### config.mk
export PLATFORM = sky130hd
export DESIGN_NAME = operand_accumulator
export DESIGN_NICKNAME = d
export VERILOG_FILES = /design/src/rtl/operand_acc_pkg.sv /design/src/rtl/acc_add_core.sv /design/src/rtl/operand_accumulator.sv
export SDC_FILE = /design/constraint.sdc
export NUM_CORES = 1
export LEC_CHECK = 0
export ABC_AREA = 1
export CORE_MARGIN = 3
export CORE_UTILIZATION = 30
export CTS_BUF_LIST = sky130_fd_sc_hd__clkbuf_4
export CTS_CLUSTER_SIZE = 30
export DETAILED_ROUTE_END_ITERATION = 8
export GPL_TIMING_DRIVEN = 0
export PLACE_DENSITY = 0.49
export SLEW_MARGIN = 20
export SYNTH_ARGS = -nofsm -noshare
export SYNTH_HDL_FRONTEND = slang
export SYNTH_SLANG_ARGS = --single-unit
### constraint.sdc
create_clock -name clk -period 12.3 [get_ports clk]
set_input_delay 3.075 -clock clk [delete_from_list [all_inputs] [get_ports clk]]
set_output_delay 3.075 -clock clk [all_outputs]
set_load 0.005 [all_outputs]
### src/rtl/operand_acc_pkg.sv
// operand_acc_pkg: shared state encoding, default sizes and counter-width helper for operand_accumulator
package operand_acc_pkg;

    typedef enum logic [1:0] {
        IDLE  = 2'd0,
        ACCUM = 2'd1,
        DONE  = 2'd2
    } state_t;

    localparam int DEF_WIDTH = 8;
    localparam int DEF_N_OPS = 4;

    // Counter must hold values 0..n_ops inclusive.
    function automatic int cnt_w_f(input int n_ops);
        return $clog2(n_ops + 1);
    endfunction

endpackage

### src/rtl/acc_add_core.sv
// acc_add_core: combinational WIDTH-bit ripple-carry adder built from full-adder cells
//   a, b  : addends
//   cin   : carry into bit 0
//   sum   : low WIDTH bits of a + b + cin
//   cout  : carry out of the top bit
module acc_add_core #(
    parameter int WIDTH = 8
) (
    input  logic [WIDTH-1:0] a,
    input  logic [WIDTH-1:0] b,
    input  logic             cin,
    output logic [WIDTH-1:0] sum,
    output logic             cout
);

    logic [WIDTH:0] c;

    assign c[0] = cin;
    assign cout = c[WIDTH];

    for (genvar i = 0; i < WIDTH; i++) begin : g_fa
        assign sum[i]   = a[i] ^ b[i] ^ c[i];
        assign c[i + 1] = (a[i] & b[i]) | (c[i] & (a[i] ^ b[i]));
    end

endmodule

### src/rtl/operand_accumulator.sv
// operand_accumulator: sums N_OPS handshaked operands through a ripple adder, counting carry-outs
//   clk, rst_n           : clock, asynchronous active-low reset
//   start                : begin an accumulation (honoured only in IDLE)
//   in_valid/in_ready    : operand handshake, in_data is the operand
//   out_valid/out_ready  : result handshake
//   out_sum              : low WIDTH bits of the total
//   out_carries, out_ovf : carry count (upper part of the total), nonzero-carry flag
// Build option OPERAND_ACC_SATURATE_EN: out_sum reads all-ones when any carry occurred.
module operand_accumulator
    import operand_acc_pkg::*;
#(
    parameter int WIDTH = DEF_WIDTH,
    parameter int N_OPS = DEF_N_OPS,
    parameter int CNT_W = cnt_w_f(N_OPS)
) (
    input  logic             clk,
    input  logic             rst_n,
    input  logic             start,
    input  logic             in_valid,
    output logic             in_ready,
    input  logic [WIDTH-1:0] in_data,
    output logic             out_valid,
    input  logic             out_ready,
    output logic [WIDTH-1:0] out_sum,
    output logic [CNT_W-1:0] out_carries,
    output logic             out_ovf
);

    state_t           state_q, state_d;
    logic [WIDTH-1:0] acc_q, acc_d, out_sum_q, out_sum_d, add_sum, result;
    logic [CNT_W-1:0] op_cnt_q, op_cnt_d, carry_cnt_q, carry_cnt_d, out_carries_q, out_carries_d;
    logic             in_ready_q, in_ready_d, out_valid_q, out_valid_d, out_ovf_q, out_ovf_d;
    logic             add_cout, accept;

    acc_add_core #(.WIDTH(WIDTH)) u_add (
        .a    (acc_q),
        .b    (in_data),
        .cin  (1'b0),
        .sum  (add_sum),
        .cout (add_cout)
    );

    // in_ready_q is high exactly while in ACCUM, so it doubles as the state qualifier.
    assign accept = in_valid && in_ready_q;

    always_comb begin
        state_d     = state_q;
        acc_d       = acc_q;
        op_cnt_d    = op_cnt_q;
        carry_cnt_d = carry_cnt_q;
        case (state_q)
            IDLE: begin
                if (start) begin
                    acc_d       = '0;
                    op_cnt_d    = '0;
                    carry_cnt_d = '0;
                    state_d     = ACCUM;
                end
            end
            ACCUM: begin
                if (accept) begin
                    acc_d       = add_sum;
                    carry_cnt_d = carry_cnt_q + CNT_W'(add_cout);
                    op_cnt_d    = op_cnt_q + 1'b1;
                    state_d     = (op_cnt_q == CNT_W'(N_OPS - 1)) ? DONE : ACCUM;
                end
            end
            DONE:    state_d = out_ready ? IDLE : DONE;
            default: state_d = IDLE;
        endcase
`ifdef OPERAND_ACC_SATURATE_EN
        result = (carry_cnt_d != '0) ? '1 : acc_d;
`else
        result = acc_d;
`endif
        // Result registers load on entry to DONE and hold afterwards, keeping outputs registered.
        in_ready_d    = (state_d == ACCUM);
        out_valid_d   = (state_d == DONE);
        out_sum_d     = out_valid_d ? result : out_sum_q;
        out_carries_d = out_valid_d ? carry_cnt_d : out_carries_q;
        out_ovf_d     = out_valid_d ? (carry_cnt_d != '0) : out_ovf_q;
    end

    always_ff @(posedge clk or negedge rst_n) begin
        if (!rst_n) begin
            state_q       <= IDLE;
            acc_q         <= '0;
            op_cnt_q      <= '0;
            carry_cnt_q   <= '0;
            in_ready_q    <= 1'b0;
            out_valid_q   <= 1'b0;
            out_sum_q     <= '0;
            out_carries_q <= '0;
            out_ovf_q     <= 1'b0;
        end else begin
            state_q       <= state_d;
            acc_q         <= acc_d;
            op_cnt_q      <= op_cnt_d;
            carry_cnt_q   <= carry_cnt_d;
            in_ready_q    <= in_ready_d;
            out_valid_q   <= out_valid_d;
            out_sum_q     <= out_sum_d;
            out_carries_q <= out_carries_d;
            out_ovf_q     <= out_ovf_d;
        end
    end

    assign in_ready    = in_ready_q;
    assign out_valid   = out_valid_q;
    assign out_sum     = out_sum_q;
    assign out_carries = out_carries_q;
    assign out_ovf     = out_ovf_q;

endmodule
==> flow_summary.toml <==
[status]
status = "finished clean"

[grt]
grt_pass1_vias = 1191
grt_max_degree = 31
grt_pass1_wl_mm = 5.55
antenna_found_initial = 0
overflow = 0
grt_usage = 0.123

[setup_path]
cp_data_arrival_time_ns = 7.24
reg2reg_from = "acc_q[0]"
critPathMostFrequentCell = "fa_1"
cp-start-kind = "input port"
slowest_delay_ns = 0.41
path_delay_family = "adder cells"
crit_cells = 23
crit_required_ns = 12.52
cp-end-kind = "flop"
path_buf_inv = 6
crit_chain = "clkdlybuf4s50_1 -> ha_1 -> inv_1 -> fa_1 -> inv_1 -> fa_1 -> fa_1 -> fa_1 -> fa_1 -> fa_1 -> inv_1 -> fa_1 -> inv_1 -> ha_1 -> ha_1 -> inv_1 -> nand3_1 -> nand2_1 -> nand2_1 -> nand2_1 -> nand2_1 -> nor2_1 -> nor2_1"
critPathKind = "in2reg"
worstPathMaxFanout = 3
r2r_end = "out_ovf"
crit_slowest_cell = "clkdlybuf4s50_1"
r2r_cells = 22
r2r_slack_ns = 8.06

[placed_design]
place_ws_ns = 4.92
placed_cells = 249
place_hpwl_mm = 2.35
globalplace.congestion = 0.712
io_buffers = 26

[floorplan]
coreArea_um2 = 4560
start_util = 0.326
die_width_um = 76.4
dieArea_um2 = 5840
die_h_um = 76.4
top_level_ports = 27
std_cell_rows = 24

[clock_network]
cts_buffers = 5
post_cts_resized = 0
cts.clk_slew.worst_paths_ns = 0.09
clkLatencyLatePin_ns = 0.32
cts.sinks = 30
cts_setup_buffers = 0
ctsHoldBuffers = 0
max-clock-path-buffers = 2
cts_root_buf = "clkbuf_4"
cts-htree-levels = 2
cts_tree = "built"

[timing]
setup-tns-final_ns = 0
slew_violations = 0
worst_slew_pin_slew_ns = 0.680
hold_viol = 0
fin_crit_sh = 0.571
rsz0062_at_grt = "no"
finalCriticalPeriod_ns = 7.02
clock_skew_ns = 0.00477
fmax_mhz = 142
worst_slack_ns = 5.28
setup-violations-final = 0
slew_headroom = 0.547

[routing]
drtIter0Drc = 55
drt-total-wl_mm = 3.09
via_per_inst = 4.28
drtAntennaViolNets = 0
wire_per_inst_um = 12.0
via_count = 1100
drtPass1Iterations = 4
drc = 0

[worst_hold_path]
hp-class = "reg2reg"
min_from = "op_cnt_q[0]"
min_path_cells = 1
hold_end = "op_cnt_q[0]"

[logic_synthesis]
ys_seq_area_frac = 0.505
synth_area_per_cell_um2 = 9.41
syn-num-nets = 183
ys_ff_latch = 30
syn_area_um2 = 1490
synthCells = 158
yosysWarnings = 0
synth.distinct_cells = 21

[power_and_ir_drop]
peakVddDrop_mv = 0.0707
p_leak_nw = 0.967
powerDensity_nw_per_um2 = 237

[flow_run]
cap_violations = 0

[final_layout]
layout_common_cells = "nand2_1, dfrtp_1, inv_1, clkdlybuf4s50_1, nor2_1"
drive_gt1_frac = 0.104
area_growth_pct = 27.9
nFillCells = 482
antenna_cells = 0
final_common_cell = "nand2_1"
final_cells = 257
nets = 216
## kinds of logic (layout without fill, tap and decap cells)
family	count (synthesis)	count (layout)	share of synthesized area
flip-flops	30	30	0.505
AO/OA/AOI/OAI	21	21	0.0816
buffers and inverters	30	64	0.0884
adder cells (fa/ha/maj)	12	12	0.136
AND/OR/NAND/NOR	65	65	0.189
## state kept, by name, summed over array words and instances (netlist names)
signal       count
acc_q            8
carry_cnt_q      3
out_valid        1
out_carries      3
in_ready         1
out_ovf          1
state_q          2
op_cnt_q         3
out_sum          8
## power by group
part           leakage [nW]  internal (mW)  switching, mW  total, mW
registers             0.366          0.143         0.0264      0.169
clock network        0.0450         0.0421         0.0342     0.0763
logic                 0.555         0.0995          0.105      0.205
total                 0.967          0.284          0.166      0.450
## worst reg2reg max path: stages, from the launching register on
cell and delay [ns]:
dfrtp_1 0.40, ha_1 0.18, inv_1 0.06, fa_1 0.19
inv_1 0.06, fa_1 0.40, fa_1 0.40, fa_1 0.39
fa_1 0.40, fa_1 0.36, inv_1 0.11, fa_1 0.17
inv_1 0.04, ha_1 0.17, ha_1 0.27, inv_1 0.06
nand3_1 0.06, nand2_1 0.06, nand2_1 0.05, nand2_1 0.10
nand2_1 0.07, nor2_1 0.10, nor2_1 0.04
## stage by stage
stage	power, mW	util	hold WS [ns]	instance area (um^2)
2_1_floorplan	0.296	-	0.450	1490
3_3_place_gp	0.371	0.400	0.462	1830
3_5_place_dp	0.381	0.399	0.471	1820
4_1_cts	0.460	0.416	0.486	1900
5_1_grt	0.501	0.416	0.521	1900
6_report	0.450	0.416	0.482	1900
## synth_stat cells, drive strengths merged
library cell,instances,area (um^2)
or2,2,12.5
o31ai,1,7.51
nor2,12,60.1
nand2,44,170
a21oi,5,25.0
ha,5,62.6
nand3b,1,7.51
a31oi,5,31.3
fa,7,140
inv,27,101
o21ai,8,40.0
dfrtp,30,751
nand3,6,30.0
buf,3,30.0
a22o,1,10.0
o21a,1,7.51
## how the worst max path moves through the flow
stage | from | endpoint | slack [ns]
6_report | in_data[0] | out_ovf | 5.28
3_5_place_dp | in_data[0] | out_ovf | 4.92
5_1_grt | in_data[0] | out_ovf | 5.06
3_3_place_gp | in_data[0] | out_ovf | 4.94
4_1_cts | in_data[0] | out_ovf | 5.25
2_1_floorplan | in_data[0] | out_ovf | 5.71
## final cells by class
| cell class | count | area, um^2 | share of cell area |
|---|---|---|---|
| sequential | 30 | 751 | 0.395 |
| inverter | 27 | 101 | 0.0533 |
| buffer | 3 | 30.0 | 0.0158 |
| timing repair buffer | 26 | 255 | 0.134 |
| tap | 65 | 81.3 | 0.0428 |
| clock buffer | 5 | 37.5 | 0.0197 |
| multi-input combinational | 98 | 604 | 0.318 |
| clock inverter | 3 | 40.0 | 0.0211 |
## layer usage
metal  GRT usage  up-vias  part of all wire
met4      0.0543        0             0.013
met2       0.196       21              0.51
met5           0        -                 0
li1            -      555                 -
met3      0.0461        4             0.039
met1       0.147      520              0.44
(Power assumes the default switching activity.)
